--- config.mk ---
export PLATFORM = sky130hd
export DESIGN_NAME = fetch_prefetch
export DESIGN_NICKNAME = d
export VERILOG_FILES = /design/src/rtl/fetch_prefetch.sv
export SDC_FILE = /design/constraint.sdc
export NUM_CORES = 1
export LEC_CHECK = 0
export ABC_AREA = 1
export BUFFER_PORTS_ARGS = -buffer_cell sky130_fd_sc_hd__buf_2
export CAP_MARGIN = 10
export CORE_MARGIN = 3
export CORE_UTILIZATION = 30
export DETAILED_ROUTE_END_ITERATION = 7
export PLACE_DENSITY = 0.44
export SETUP_SLACK_MARGIN = 0.2
export SLEW_MARGIN = 20
export SYNTH_ARGS = -nofsm -noshare
export SYNTH_HDL_FRONTEND = slang
export SYNTH_SLANG_ARGS = --single-unit
--- constraint.sdc ---
create_clock -name clk_i -period 11.4 [get_ports clk_i]
set_input_delay 1.71 -clock clk_i [delete_from_list [all_inputs] [get_ports clk_i]]
set_output_delay 1.71 -clock clk_i [all_outputs]
set_load 0.01 [all_outputs]
--- src/rtl/fetch_prefetch.sv ---
// fetch_prefetch: instruction fetch stage with pipelined Wishbone reads and a prefetch queue.
// Redirects flush the queue and drop responses to requests issued before the redirect.
module fetch_prefetch #(
  parameter int          DEPTH             = 4,
  parameter int          MAX_OUTSTANDING   = 2,
  parameter logic [31:0] BOOT_ADDRESS      = 32'h0000_0000,
  parameter logic [31:0] INTERRUPT_ADDRESS = 32'h0000_0010,
  parameter logic [31:0] DEBUG_ADDRESS     = 32'h0000_0020
) (
  input  logic        clk_i,
  input  logic        rst_ni,
  input  logic        irq_i,
  input  logic        drq_i,
  input  logic        branch_i,
  input  logic [31:0] branch_target_i,
  output logic [31:0] wb_adr_o,
  input  logic [31:0] wb_dat_i,
  output logic        wb_we_o,
  output logic [3:0]  wb_sel_o,
  output logic        wb_stb_o,
  input  logic        wb_ack_i,
  output logic        wb_cyc_o,
  input  logic        wb_stall_i,
  input  logic        output_ready_i,
  output logic        output_valid_o,
  output logic [31:0] instr_o,
  output logic [31:0] pc_o
);
  localparam int QW = $clog2(DEPTH);
  localparam int CW = $clog2(DEPTH + 1);
  localparam int OW = $clog2(MAX_OUTSTANDING + 1);
  logic [31:0]   pc_q, pc_d, adr_q, adr_d, ack_pc_q, ack_pc_d, target, fetch_pc;
  logic [31:0]   instr_q [DEPTH];
  logic [31:0]   pcs_q [DEPTH];
  logic [OW-1:0] out_q, out_d, disc_q, disc_d;
  logic [CW-1:0] cnt_q, cnt_d;
  logic [QW-1:0] rd_q, wr_q;
  logic          stb_q, stb_d, stale_q, stale_d;
  logic          redirect, accept, ack_v, push, pop, issue;
  assign wb_we_o        = 1'b0;
  assign wb_sel_o       = 4'hF;
  assign wb_stb_o       = stb_q;
  assign wb_adr_o       = adr_q;
  assign wb_cyc_o       = stb_q | (out_q != '0);
  assign output_valid_o = cnt_q != '0;
  assign instr_o        = output_valid_o ? instr_q[rd_q] : '0;
  assign pc_o           = output_valid_o ? pcs_q[rd_q] : '0;
  always_comb begin
    redirect = drq_i | irq_i | branch_i;
    target   = drq_i ? DEBUG_ADDRESS : irq_i ? INTERRUPT_ADDRESS : branch_target_i;
    accept   = stb_q & ~wb_stall_i;
    ack_v    = wb_ack_i & (out_q != '0);
    push     = ack_v & ~redirect & (disc_q == '0);
    pop      = output_valid_o & output_ready_i;
    out_d    = out_q + OW'(accept) - OW'(ack_v);
    cnt_d    = redirect ? '0 : cnt_q + CW'(push) - CW'(pop);
    // a request stalled across a redirect is still accepted later and its response dropped
    disc_d   = redirect ? out_d : disc_q - OW'(ack_v && disc_q != '0) + OW'(accept & stale_q);
    stale_d  = stb_q & ~accept & (stale_q | redirect);
    fetch_pc = redirect ? target : pc_q;
    issue    = (~stb_q | accept) && (32'(out_d) < MAX_OUTSTANDING) && (32'(cnt_d) + 32'(out_d) < DEPTH);
    stb_d    = issue | (stb_q & ~accept);
    adr_d    = issue ? fetch_pc : adr_q;
    pc_d     = issue ? fetch_pc + 32'd4 : fetch_pc;
    // kept responses are contiguous from the last redirect target
    ack_pc_d = redirect ? target : push ? ack_pc_q + 32'd4 : ack_pc_q;
  end
  always_ff @(posedge clk_i or negedge rst_ni) begin
    if (!rst_ni) begin
      pc_q     <= BOOT_ADDRESS;
      ack_pc_q <= BOOT_ADDRESS;
      adr_q    <= '0;
      stb_q    <= 1'b0;
      stale_q  <= 1'b0;
      out_q    <= '0;
      disc_q   <= '0;
      cnt_q    <= '0;
      rd_q     <= '0;
      wr_q     <= '0;
    end else begin
      pc_q     <= pc_d;
      ack_pc_q <= ack_pc_d;
      adr_q    <= adr_d;
      stb_q    <= stb_d;
      stale_q  <= stale_d;
      out_q    <= out_d;
      disc_q   <= disc_d;
      cnt_q    <= cnt_d;
      rd_q     <= redirect ? '0 : rd_q + QW'(pop);
      wr_q     <= redirect ? '0 : wr_q + QW'(push);
    end
  end
  always_ff @(posedge clk_i) begin
    if (push) begin
      instr_q[wr_q] <= wb_dat_i;
      pcs_q[wr_q]   <= ack_pc_q;
    end
  end
endmodule

==> After elaboration in Yosys (flattened, before gate mapping) <==
Memory sizes are Yosys's and may differ from the RTL's.
Index checks and enable logic that the tools add are counted.
{ "classes": {"add_sub_neg": 11, "multipliers": 0, "div_mod_pow": 0, "n_lt_le_gt_ge": 2, "n_eq_ne": 0, "shift": 0, "mux": 14, "bitwise_logic": 18, "reduce_logical": 8} }
{ "op_table": {"columns": ["cell", "count"], "rows": [
  ["2-to-1 mux 32 bit", 8],
  ["adder 32 x 3 -> 32 bit (second input constant)", 2],
  ["adder 2 x 1 -> 2 bit", 4],
  ["AND 1 bit", 8],
  ["2-to-1 mux 2 bit", 3],
  ["bitwise OR 1 bit", 6],
  ["nonzero test 2 bit", 3],
  ["adder 3 x 2 -> 4 bit", 1],
  ["< comparator 4 x 3 -> 1 bit (second input constant)", 1],
  ["inverter 1 bit", 4],
  ["subtractor 2 x 1 -> 2 bit", 2],
  ["adder 3 x 1 -> 3 bit", 1],
  ["logical AND 1 bit", 3],
  ["2-to-1 mux 3 bit", 1],
  ["nonzero test 3 bit", 1],
  ["subtractor 3 x 1 -> 3 bit", 1],
  ["logical NOT 2 bit", 1],
  ["< comparator 2 bit (second input constant)", 1],
  ["2-to-1 mux 1 bit", 2]
]} }
{ "totals": {"regBits": 109, "latchBits": 0, "ram_bits": 256, "rom_bits": 0, "in_bits": 72, "output_inout_bits": 104, "wordCells": 65, "n_memories": 2} }
{ "memory_table": {"columns": ["memory", "depth", "width", "rd", "rd_ports_with_merged_regs", "write_ports", "line", "source"], "rows": [
  ["instr_q", 4, 32, 1, 0, 1, "33", "logic [31:0] instr_q [DEPTH];"],
  ["pcs_q", 4, 32, 1, 0, 1, "34", "logic [31:0] pcs_q [DEPTH];"]
]} }

==> Depth between registers and ports, before layout <==
{ "depth": {"depth_word": 12, "ltp_mapped": 23, "ltp_nobuf": 22} }

==> Least setup slack after synthesis <==
Ideal clock, no wire load.
{ "synth_path": {"path_kind": "in2reg", "start": "in branch_i", "end": "mem instr_q[0][0] (enable)", "setup_time_ps": 565, "t_arrival_ps": 6650, "t_required_ps": 10835, "path_slack_ps": 4185, "path_stages": 5, "cell_sequence": "buf_6 -> nor2_1 -> buf_4 -> nand3_2 -> nor3_1"} }
{ "synth_between": {"elab_chain_cells": 6} }
{ "synth_rtl": {"columns": ["element", "line", "source"], "rows": [
  ["start, declared", "14", "input logic branch_i,"],
  ["bitwise OR 1 bit", "49", "redirect = drq_i | irq_i | branch_i;"],
  ["inverter 1 bit", "53", "push = ack_v & ~redirect & (disc_q == '0);"],
  ["AND 1 bit (2 in a row)", "53", null],
  ["2-to-1 mux 1 bit", "94", "if (push) begin"],
  ["2-to-1 mux 1 bit (not written as such)", "95", "instr_q[wr_q] <= wb_dat_i;"],
  ["end, declared", "33", null]
]} }
Every way passes these cells.

==> Worst setup path after layout <==
{ "layout_path": {"start": "in branch_i", "end": "reg pc_q[20]"} }
{ "layout_between": {"elab_chain_cells": 11, "elab_cells_between_ends": 13} }
{ "layout_rtl": {"columns": ["element", "line", "source"], "rows": [
  ["bitwise OR 1 bit (*)", "49", null],
  ["inverter 1 bit", "53", null],
  ["AND 1 bit (2 in a row)", "53", null],
  ["adder 3 x 1 -> 3 bit", "56", "cnt_d = redirect ? '0 : cnt_q + CW'(push) - CW'(pop);"],
  ["subtractor 3 x 1 -> 3 bit", "56", null],
  ["2-to-1 mux 3 bit (*)", "56", null],
  ["via cnt_d[1]", "36", "logic [CW-1:0] cnt_q, cnt_d;"],
  ["adder 3 x 2 -> 4 bit (*)", "61", "issue = (~stb_q | accept) && (32'(out_d) < MAX_OUTSTANDING) && (32'(cnt_d) + 32'(out_d) < DEPTH);"],
  ["< comparator 4 x 3 -> 1 bit (*)", "61", null],
  ["logical AND 1 bit (*)", "61", null],
  ["2-to-1 mux 32 bit (*)", "64", "pc_d = issue ? fetch_pc + 32'd4 : fetch_pc;"],
  ["via pc_d[20]", "32", "logic [31:0] pc_q, pc_d, adr_q, adr_d, ack_pc_q, ack_pc_d, target, fetch_pc;"],
  ["end signal, assigned", "81", "pc_q <= pc_d;"],
  ["end, declared", "32", null]
]} }
The timed path passes the listed nets; every way through them passes the cells marked *.
A chain may end at the register's enable or synchronous reset.

==> results.ini <==
[outcome]
run_status = finished clean

[timing]
timing.final.hold_violations = 0
finClkSkew_ns = 0.0184
tightestPinTransition_ns = 1.03
setup_viol_count_final = 0
period_minus_slack_ns = 5.70
final_layout_setup_total_negative_slack_ns = 0
grt_setup_unrepaired = false
maxClockFrequency_mhz = 175
slew_violations = 0
slew_headroom = 0.313
post-route-period-util = 0.500

[hold_path]
timing.hold.worst_path_depth = 2
worstHoldStart = pc_q[1]$_DFF_PN0_
hold_path.class = register to register

[logic_synthesis]
synthFlopType = edfxtp_1
syn_area_um2 = 16300
ys_warn_count = 0
postSynthAreaPerCell_um2 = 10.1
seq_area_frac_synth = 0.638
postSynthRegisterBits = 365
synth-edff-count = 256
synthArstFlopShare = 0.299
syn_inst = 1619
synth_cell_types = 43

[power]
p_int_w = 0.00238
cellLeakagePower_nw = 7.76
net-switching-power_w = 0.000857
power.share.sequential = 0.481
worst_ir_drop_on_vdd_uv = 97.0
clockPowerShare = 0.403
power.share.switching = 0.265
comb_power_share = 0.115
p_per_area_nw_per_um2 = 169

[cts]
hold_buffers = 0
cts.htree.levels = 2
clock_insertion_delay_worst_skew_ns = 0.56
cts.sink_count = 365
post_cts_setup_buffer_count = 0
clockRootBuffer = clkbuf_16
cts_max_path_buffers = 3
cts_tree = done
clock_pin_slew_of_the_registers_on_the_worst_case_setup_and_hold_paths_ns = 0.06
cts_buffers = 43
postCtsResizedCells = 0

[route]
drtIter0Drc = 751
drt-total-wl_um = 45500
ant_nets_after_route = 0
detailedRoute.firstPassIterationCount = 5
avgRoutedWirePerCell_um = 18.3
vias = 11800
vias_per_cell = 4.73
remaining_drc_errors = 0

[die]
dieWidth_um = 239
floorplan.io_pins = 176
floorplan.initialDensity = 0.307
fp.dieArea_um2 = 57300
fp.coreArea_um2 = 53200
dieHeight_um = 239
rows = 84

[worst_setup_path]
timing.setup.critical_path_class = primary input to register
crit_path_cell_trace = buf_2 > nor2_2 > buf_4 > nand3_2 > ha_1 > inv_1 > ha_1 > inv_1 > fa_1 > nor2_1 > ha_1 > nand2_1 > inv_1 > nand3_2 > nand3_2 > nor2_4 > nand2_1 > nor2_4 > nand2_1 > xor2_1
critPathMaxStageDelay_ns = 0.70
timing.critical_path.arrival_ns = 6.14
r2r_setup_slack_ns = 7.17
r2r_cells = 19
cp-startpoint = branch_i
maximum_fanout_encountered_on_the_critical_timing_path = 37
timing.critical_path.slowest_stage_cell = nor2_4
timing.critical_path.required_ns = 11.84
timing.rr.start = out_q[1]$_DFF_PN0_
crit_path_end_kind = register
kind_of_launch_point_of_the_worst_setup_path = primary input

[place]
detailedPlacementHpwl_um = 28000
globalplace.congestion = 0.835
placed_area_um2 = 17800
io_buffer_count = 170

[cells_and_area]
layout_commonest_cell = nor2_1
flow.area_growth_from_synthesis_pct = 17.2
final_cell_mix = nor2_1 (347), edfxtp_1 (256), nand2_1 (223), o21ai_0 (172), buf_2 (169)
layout.nets = 1856
stdcell_area_um2 = 19100
final_util = 0.360
proportion_of_layout_cells_with_a_drive_suffix_above_1 = 0.177

[grt]
maximum_number_of_pins_on_one_net_before_global_route_repair = 91
grt_antenna_before_repair = 2
number_of_global_route_vias_before_repair = 11400
grt_first_pass_wirelength_um = 69300
grt_util_all_layers = 0.157
grt.overflow.total = 0

[flow_run]
cap_violations = 0

metrics by stage:
stage               hold WS (ns)  total power, W  cells  worst slack (ns)
CTS                        0.482         0.00329   2492              5.72
floorplan                  0.436         0.00181   1622              4.18
global placement           0.449         0.00196   2415              5.28
finish                     0.479         0.00323   2494              5.70
global route               0.521         0.00339   2492              5.28
detailed placement         0.468         0.00197   2415              5.09
power by group through the flow:
| stage | logic (W) | registers [W] | clock network (W) |
|---|---|---|---|
| detailed placement | 0.000383 | 0.00158 | 0 |
| finish | 0.000373 | 0.00156 | 0.00130 |
| floorplan | 0.000223 | 0.00158 | 0 |
| global placement | 0.000374 | 0.00158 | 0 |
| CTS | 0.000382 | 0.00156 | 0.00135 |
| global route | 0.000427 | 0.00157 | 0.00140 |
worst max-delay path: cells and delay by family:
kind / cells / cell delay [ns]
adder cells (fa/ha/maj): 4 / 1.21
XOR/XNOR: 1 / 0.14
AND/OR/NAND/NOR: 10 / 2.19
buffers and inverters: 5 / 0.84
per-layer routing:
layer	global-route usage	part of all wire	vias to the layer above
li1	-	-	5787
met3	0.0275	0.046	61
met5	0	0.00029	-
met4	0.0390	0.018	2
met1	0.222	0.48	5704
met2	0.252	0.45	239
layout make-up:
type,count,area (µm²)
Multi-Input combinational cell,1072,5130
Sequential cell,365,10400
Clock inverter,22,145
Timing Repair Buffer,189,996
Fill cell,5396,34100
Tap cell,688,861
Inverter,101,382
Antenna cell,2,5.00
Clock buffer,55,1180
cell families (layout without fill, tap and decap cells):
group,after synthesis,count (layout),synth area share
simple gates,738,738,0.195
flops,365,365,0.638
compound gates,294,294,0.0944
buf+inv,185,367,0.0504
xor+xnor,23,23,0.0123
fa+ha+maj,12,12,0.00966
other cells,2,7,0.000460
final timing paths:
kind                                      endpoint
min reg2reg                      pc_q[1]$_DFF_PN0_
min in group asynchronous  wb_adr_o[5]$_DFFE_PN0P_
max reg2reg                     pc_q[20]$_DFF_PN0_
max                             pc_q[20]$_DFF_PN0_
max in group asynchronous        rd_q[0]$_DFF_PN0_
min                              pc_q[1]$_DFF_PN0_
sequential cells by signal (all words and copies together), names as in the netlist:
| signal | count |
|---|---|
| cnt_q | 3 |
| rd_q | 2 |
| pc_q | 32 |
| wr_q | 2 |
| wb_adr_o | 32 |
| wb_stb_o | 1 |
| ack_pc_q | 32 |
| out_q | 2 |
| stale_q | 1 |
| pcs_q | 128 |
| instr_q | 128 |
| disc_q | 2 |
Yosys cell counts, types with 18 or more instances:
master,count,share of area
dfrtp_1,109,0.17
clkbuf_1,37,0.0085
inv_1,95,0.022
nand2_1,223,0.051
nand3_2,18,0.011
xor2_1,18,0.0097
a31oi_1,25,0.0096
o21ai_0,172,0.053
nand3_1,82,0.025
nor2_1,349,0.080
nand2_2,21,0.0080
a21oi_1,82,0.025
edfxtp_1,256,0.47
buf_1,18,0.0041
Note: power is estimated with default switching activity, not from simulation.
